==> config.mk <==
export PLATFORM = sky130hd
export DESIGN_NAME = stopwatch_ctrl
export DESIGN_NICKNAME = d
export VERILOG_FILES = /design/src/rtl/stopwatch_ctrl.sv
export SDC_FILE = /design/constraint.sdc
export NUM_CORES = 1
export LEC_CHECK = 0
export CAP_MARGIN = 20
export CORE_AREA = 2 2 107 119
export CTS_BUF_LIST = sky130_fd_sc_hd__clkbuf_8
export DETAILED_ROUTE_END_ITERATION = 8
export DIE_AREA = 0 0 109 121
export GPL_TIMING_DRIVEN = 0
export PLACE_DENSITY = 0.52
export SLEW_MARGIN = 20
export SYNTH_ARGS = -nofsm -noshare
export SYNTH_HDL_FRONTEND = slang
export SYNTH_SLANG_ARGS = --single-unit
==> constraint.sdc <==
create_clock -name clk -period 2 [get_ports clk]
set_input_delay 0.4 -clock clk [delete_from_list [all_inputs] [get_ports clk]]
set_output_delay 0.4 -clock clk [all_outputs]
set_load 0.005 [all_outputs]
==> src/rtl/stopwatch_ctrl.sv <==
// Purpose: stopwatch control FSM with button conditioning (2-flop sync + debounce) and tick prescaler.
// Latency: raw button edge to state change is DB_CYCLES+3 clk cycles; outputs are registered or decoded from registers.
// Backpressure: none; the counter strobes are fire-and-forget and button events never queue.
module stopwatch_ctrl #(
  parameter int TICK_DIV  = 500000,
  parameter int DB_CYCLES = 1000000
) (
  input  logic       clk,
  input  logic       rst,
  input  logic       pb_start,
  input  logic       pb_lap,
  output logic       cnt_en,
  output logic       cnt_clr,
  output logic       lap_load,
  output logic       disp_sel,
  output logic       run_led,
  output logic [1:0] state
);

  localparam int PW = (TICK_DIV > 1) ? $clog2(TICK_DIV) : 1;
  localparam int DW = (DB_CYCLES > 1) ? $clog2(DB_CYCLES) : 1;
  localparam logic [PW-1:0] P_LAST = PW'(TICK_DIV - 1);
  localparam logic [DW-1:0] D_LAST = DW'(DB_CYCLES - 1);

  typedef enum logic [1:0] {
    IDLE  = 2'b00,
    RUN   = 2'b01,
    PAUSE = 2'b10,
    LAP   = 2'b11
  } state_t;

  state_t st;

  // bit 0 = start/stop button, bit 1 = lap/clear button; all levels active-low
  logic [1:0]         raw;
  logic [1:0]         sync1;
  logic [1:0]         sync2;
  logic [1:0]         db_lvl;
  logic [1:0]         db_prev;
  logic [1:0][DW-1:0] db_cnt;
  logic [1:0]         press;
  logic               start_evt;
  logic               lap_evt;
  logic [PW-1:0]      presc;
  logic               tick;

  assign raw       = {pb_lap, pb_start};
  // a press is the debounced level falling; releases are deliberately silent
  assign press     = db_prev & ~db_lvl;
  assign start_evt = press[0];
  assign lap_evt   = press[1];
  assign tick      = (presc == P_LAST);
  // run_led is high exactly in RUN and LAP, so it doubles as the counting qualifier
  assign cnt_en    = tick & run_led;
  assign state     = st;

  // Synchronize both buttons, then accept a new level only after DB_CYCLES stable samples
  always_ff @(posedge clk or negedge rst) begin
    if (!rst) begin
      sync1   <= '1;
      sync2   <= '1;
      db_lvl  <= '1;
      db_prev <= '1;
      db_cnt  <= '0;
    end else begin
      sync1   <= raw;
      sync2   <= sync1;
      db_prev <= db_lvl;
      for (int i = 0; i < 2; i++) begin
        if (sync2[i] == db_lvl[i]) begin
          db_cnt[i] <= '0;
        end else if (db_cnt[i] == D_LAST) begin
          db_lvl[i] <= sync2[i];
          db_cnt[i] <= '0;
        end else begin
          db_cnt[i] <= db_cnt[i] + DW'(1);
        end
      end
    end
  end

  // Prescaler: counts while time advances, freezes in PAUSE to keep the fractional tick, clears in IDLE
  always_ff @(posedge clk or negedge rst) begin
    if (!rst) begin
      presc <= '0;
    end else begin
      case (st)
        IDLE:    presc <= '0;
        PAUSE:   presc <= presc;
        default: presc <= tick ? '0 : presc + PW'(1);
      endcase
    end
  end

  // Control FSM; outputs are registered alongside the state they decode (start beats lap)
  always_ff @(posedge clk or negedge rst) begin
    if (!rst) begin
      st       <= IDLE;
      lap_load <= 1'b0;
      disp_sel <= 1'b0;
      run_led  <= 1'b0;
      cnt_clr  <= 1'b1;
    end else begin
      lap_load <= 1'b0;
      case (st)
        IDLE: begin
          if (start_evt) begin
            st      <= RUN;
            run_led <= 1'b1;
            cnt_clr <= 1'b0;
          end
        end
        RUN: begin
          if (start_evt) begin
            st      <= PAUSE;
            run_led <= 1'b0;
          end else if (lap_evt) begin
            st       <= LAP;
            lap_load <= 1'b1;
            disp_sel <= 1'b1;
          end
        end
        LAP: begin
          if (start_evt) begin
            st       <= PAUSE;
            run_led  <= 1'b0;
            disp_sel <= 1'b0;
          end else if (lap_evt) begin
            st       <= RUN;
            disp_sel <= 1'b0;
          end
        end
        PAUSE: begin
          if (start_evt) begin
            st      <= RUN;
            run_led <= 1'b1;
          end else if (lap_evt) begin
            st      <= IDLE;
            cnt_clr <= 1'b1;
          end
        end
      endcase
    end
  end

endmodule

==> impl_metrics.py <==
metrics = {
    "outcome": {
        "status": "finished clean",
    },
    "worst_setup_path": {
        "crit_path_start_kind": "register",
        "cp.required_ns": 1.60,
        "regToRegSetupSlack_ns": 0.08,
        "max_stage_delay_ns": 0.41,
        "critical_path.top_delay_family": "flip-flops",
        "cp_num_cells": 5,
        "worstPathArrival_ns": 1.56,
        "crit_fanout": 5,
        "slowest_stage": "dfrtp_1",
        "crit_buf_inv": 2,
        "worst_r2r_path_depth": 7,
        "crit_chain": "ha_4 -> nand4_1 -> buf_6 -> nor4_4 -> buf_2",
        "criticalPathCategory": "reg -> out",
        "crit_path_end_kind": "primary output",
    },
    "timing": {
        "hold_violations": 0,
        "finalSetupViolations": 0,
        "max_freq_mhz": 510,
        "post-route-period-util": 0.980,
        "relSlewSlack": 0.579,
        "worstMarginPinSlew_ns": 0.627,
        "rsz0062_at_grt": "yes",
        "finClkSkew_ns": 0.0105,
        "timing.final.crit_period_ns": 1.96,
        "slew_viol_final": 0,
    },
    "pwr": {
        "power.leakage_nw": 1.83,
        "ir_worst_vdd_mv": 0.267,
        "powerDensity_nw_per_um2": 693,
    },
    "yosys": {
        "syn_area_per_cell_um2": 9.84,
        "synthesis.nets": 367,
        "synth_area_leaders": "dfrtp_1 45%, dfstp_2 6.7%, xor2_1 6.2%, nor2_1 5.6%, xnor2_1 3.7%",
        "synth_top_cell_area_share": 0.452,
        "synth.distinct_cells": 40,
        "synth_seq_cells": 73,
        "synth_compound_gate_area_share": 0.0780,
        "synth_mux_area_frac": 0.00636,
        "synthSimpleGateAreaFrac": 0.264,
        "synthCells": 360,
        "synthAdderAreaFrac": 0.0106,
        "synth_top_family_by_area": "simple AND/OR/NAND/NOR gates",
        "synth.largest_area_cell": "dfrtp_1",
        "seq_area_frac_synth": 0.519,
        "synthXorXnorAreaFrac": 0.0989,
        "ys_warn_count": 0,
        "syn_area_um2": 3540,
    },
    "min_path": {
        "hold_depth": 0,
        "hold_class": "reg -> reg",
    },
    "die": {
        "rows": 42,
        "die_w_um": 109,
        "fp.dieH_um": 121,
        "initial_core_util": 0.297,
        "dieArea_um2": 13200,
        "coreArea_um2": 11900,
        "num_io_pins": 11,
    },
    "drt": {
        "dr.pass1.iters": 4,
        "num_vias": 2646,
        "vias_per_cell": 4.81,
        "drc": 0,
        "wl_per_cell_um": 13.3,
        "drt_iter0_markers": 137,
        "drt_wl_total_mm": 7.31,
        "antenna_left": 0,
    },
    "flow_run": {
        "cap_violations": 0,
    },
    "place": {
        "place_hpwl_mm": 4.67,
        "dp.cells": 525,
        "gp_congestion": 0.780,
        "numPortBuffers": 10,
        "place_area_um2": 3850,
    },
    "grt": {
        "grt_first_pass_wirelength_mm": 12.4,
        "antenna_found_initial": 0,
        "grt_pass1_vias": 2570,
        "grt_max_degree": 42,
        "grt-ovfl-total": 0,
        "grt_use_total": 0.119,
    },
    "clock_tree": {
        "numCtsBuffers": 9,
        "cts_tree": "built",
        "clk_pin_slew_worst_paths_ns": 0.08,
        "clock_latency_ns": 0.35,
        "root_buffer": "clkbuf_8",
        "cts_num_sinks": 73,
        "cts.htree.levels": 3,
        "clockBufferDepth": 2,
    },
    "cells_and_area": {
        "drive_above_1_share": 0.149,
        "utilization": 0.357,
        "diodes": 0,
        "final_area_um2": 4260,
        "syn_to_final_growth_pct": 20.3,
        "fillCellCount": 1189,
        "final_cell_count_no_fill": 550,
        "num-nets-final": 398,
    },
}
where the power goes:
part | internal, mW | switching (mW)
Clock | 0.805 | 0.567
Sequential | 1.49 | 0.0146
Combinational | 0.0251 | 0.0516
metrics by stage:
step | setup slack, ns | power [mW] | hold slack (ns) | TNS (ns)
6_report | 0.0400 | 2.96 | 0.359 | 0
5_1_grt | -0.00823 | 3.05 | 0.361 | -0.00823
4_1_cts | -0.0593 | 2.99 | 0.360 | -0.0593
3_5_place_dp | -0.156 | 1.62 | 0.348 | -1.00
3_3_place_gp | -2.10 | 1.61 | 0.348 | -145.67
2_1_floorplan | 0.211 | 1.56 | 0.104 | 0
worst reg2reg max path, cell delays in order, from the launching register on:
cell,delay (ns)
dfrtp_1,0.38
buf_6,0.11
and4bb_1,0.28
nand4_4,0.14
o31ai_4,0.42
buf_6,0.21
o21ai_1,0.08
a21o_1,0.20
cell families after synthesis:
family / Yosys count
AO/OA/AOI/OAI: 43
XOR/XNOR: 40
adder cells (fa/ha/maj): 3
buffers and inverters: 17
flip-flops: 73
multiplexers: 2
AND/OR/NAND/NOR: 182
cell usage after synthesis:
cell type	instances
dfrtp_1	64
nor2_1	53
nand2_1	31
xor2_1	25
nand3_1	24
nand4_1	15
xnor2_1	15
nor4_1	12
o21ai_0	12
dfstp_2	9
a21oi_1	8
and3_1	8
nor3_1	8
inv_1	7
o21ai_1	7
a21o_1	6
nor2b_1	6
a22o_1	5
and4_1	5
buf_2	4
clkbuf_1	3
ha_1	3
nand2b_1	3
nand4b_1	3
or2_2	3
or3_1	3
and2_1	2
and4bb_1	2
buf_6	2
mux2_2	2
a31oi_1	1
a41oi_1	1
buf_1	1
nand4_2	1
nor3b_1	1
nor4b_1	1
nor4bb_1	1
o21bai_1	1
o31a_1	1
o31ai_4	1
layer usage:
metal,up-vias,wire (um),track usage
met2,36,3330,0.181
met5,-,0,0
met1,1279,3650,0.163
li1,1320,-,-
met3,11,188,0.0226
met4,0,146,0.0537
placed cells by master (no fill, tap or decap), types with 9 or more instances in the layout:
cell | synthesis | final
nand2_1 | 31 | 31
xnor2_1 | 15 | 15
clkbuf_8 | 0 | 12
nand4_1 | 15 | 15
nand3_1 | 24 | 23
o21ai_0 | 12 | 12
dfstp_2 | 9 | 9
nor2_1 | 53 | 53
dfrtp_1 | 64 | 63
buf_4 | 0 | 9
xor2_1 | 25 | 25
flip-flops by register name, summed over array words and instances, names as in the netlist:
| signal | cells |
|---|---|
| lap_load | 1 |
| sync2 | 2 |
| db_cnt | 40 |
| disp_sel | 1 |
| db_prev | 2 |
| cnt_clr | 1 |
| presc | 19 |
| db_lvl | 2 |
| run_led | 1 |
| state | 2 |
| sync1 | 2 |
timing repair:
item                                   CTS  global route
endpoints found under the hold margin    6             0
hold buffers                             1             0
setup buffers                            6             3
resized for setup                       10            12
pin swaps                                4             2
setup endpoints to repair               20            30
final cells by class:
| class | instances | area, um2 | area share |
|---|---|---|---|
| Multi-Input combinational cell | 270 | 1720 | 0.403 |
| Buffer | 9 | 55.1 | 0.0129 |
| Tap cell | 154 | 193 | 0.0452 |
| Clock inverter | 4 | 73.8 | 0.0173 |
| Clock buffer | 12 | 165 | 0.0387 |
| Sequential cell | 73 | 1840 | 0.431 |
| Timing Repair Buffer | 21 | 194 | 0.0455 |
| Inverter | 7 | 26.3 | 0.00616 |
final timing paths:
| check | startpoint | endpoint |
|---|---|---|
| hold reg to reg | sync1[1]$_DFF_PN1_ | sync2[1]$_DFF_PN1_ |
| setup reg to reg | presc[5]$_DFFE_PN0N_ | presc[8]$_DFFE_PN0N_ |
| hold / removal | sync1[1]$_DFF_PN1_ | sync2[1]$_DFF_PN1_ |
| min in group asynchronous | rst | presc[17]$_DFFE_PN0N_ |
| setup / recovery | presc[0]$_DFFE_PN0N_ | cnt_en |
| max in group asynchronous | rst | db_lvl[1]$_DFFE_PN1P_ |
(Power assumes the default switching activity.)
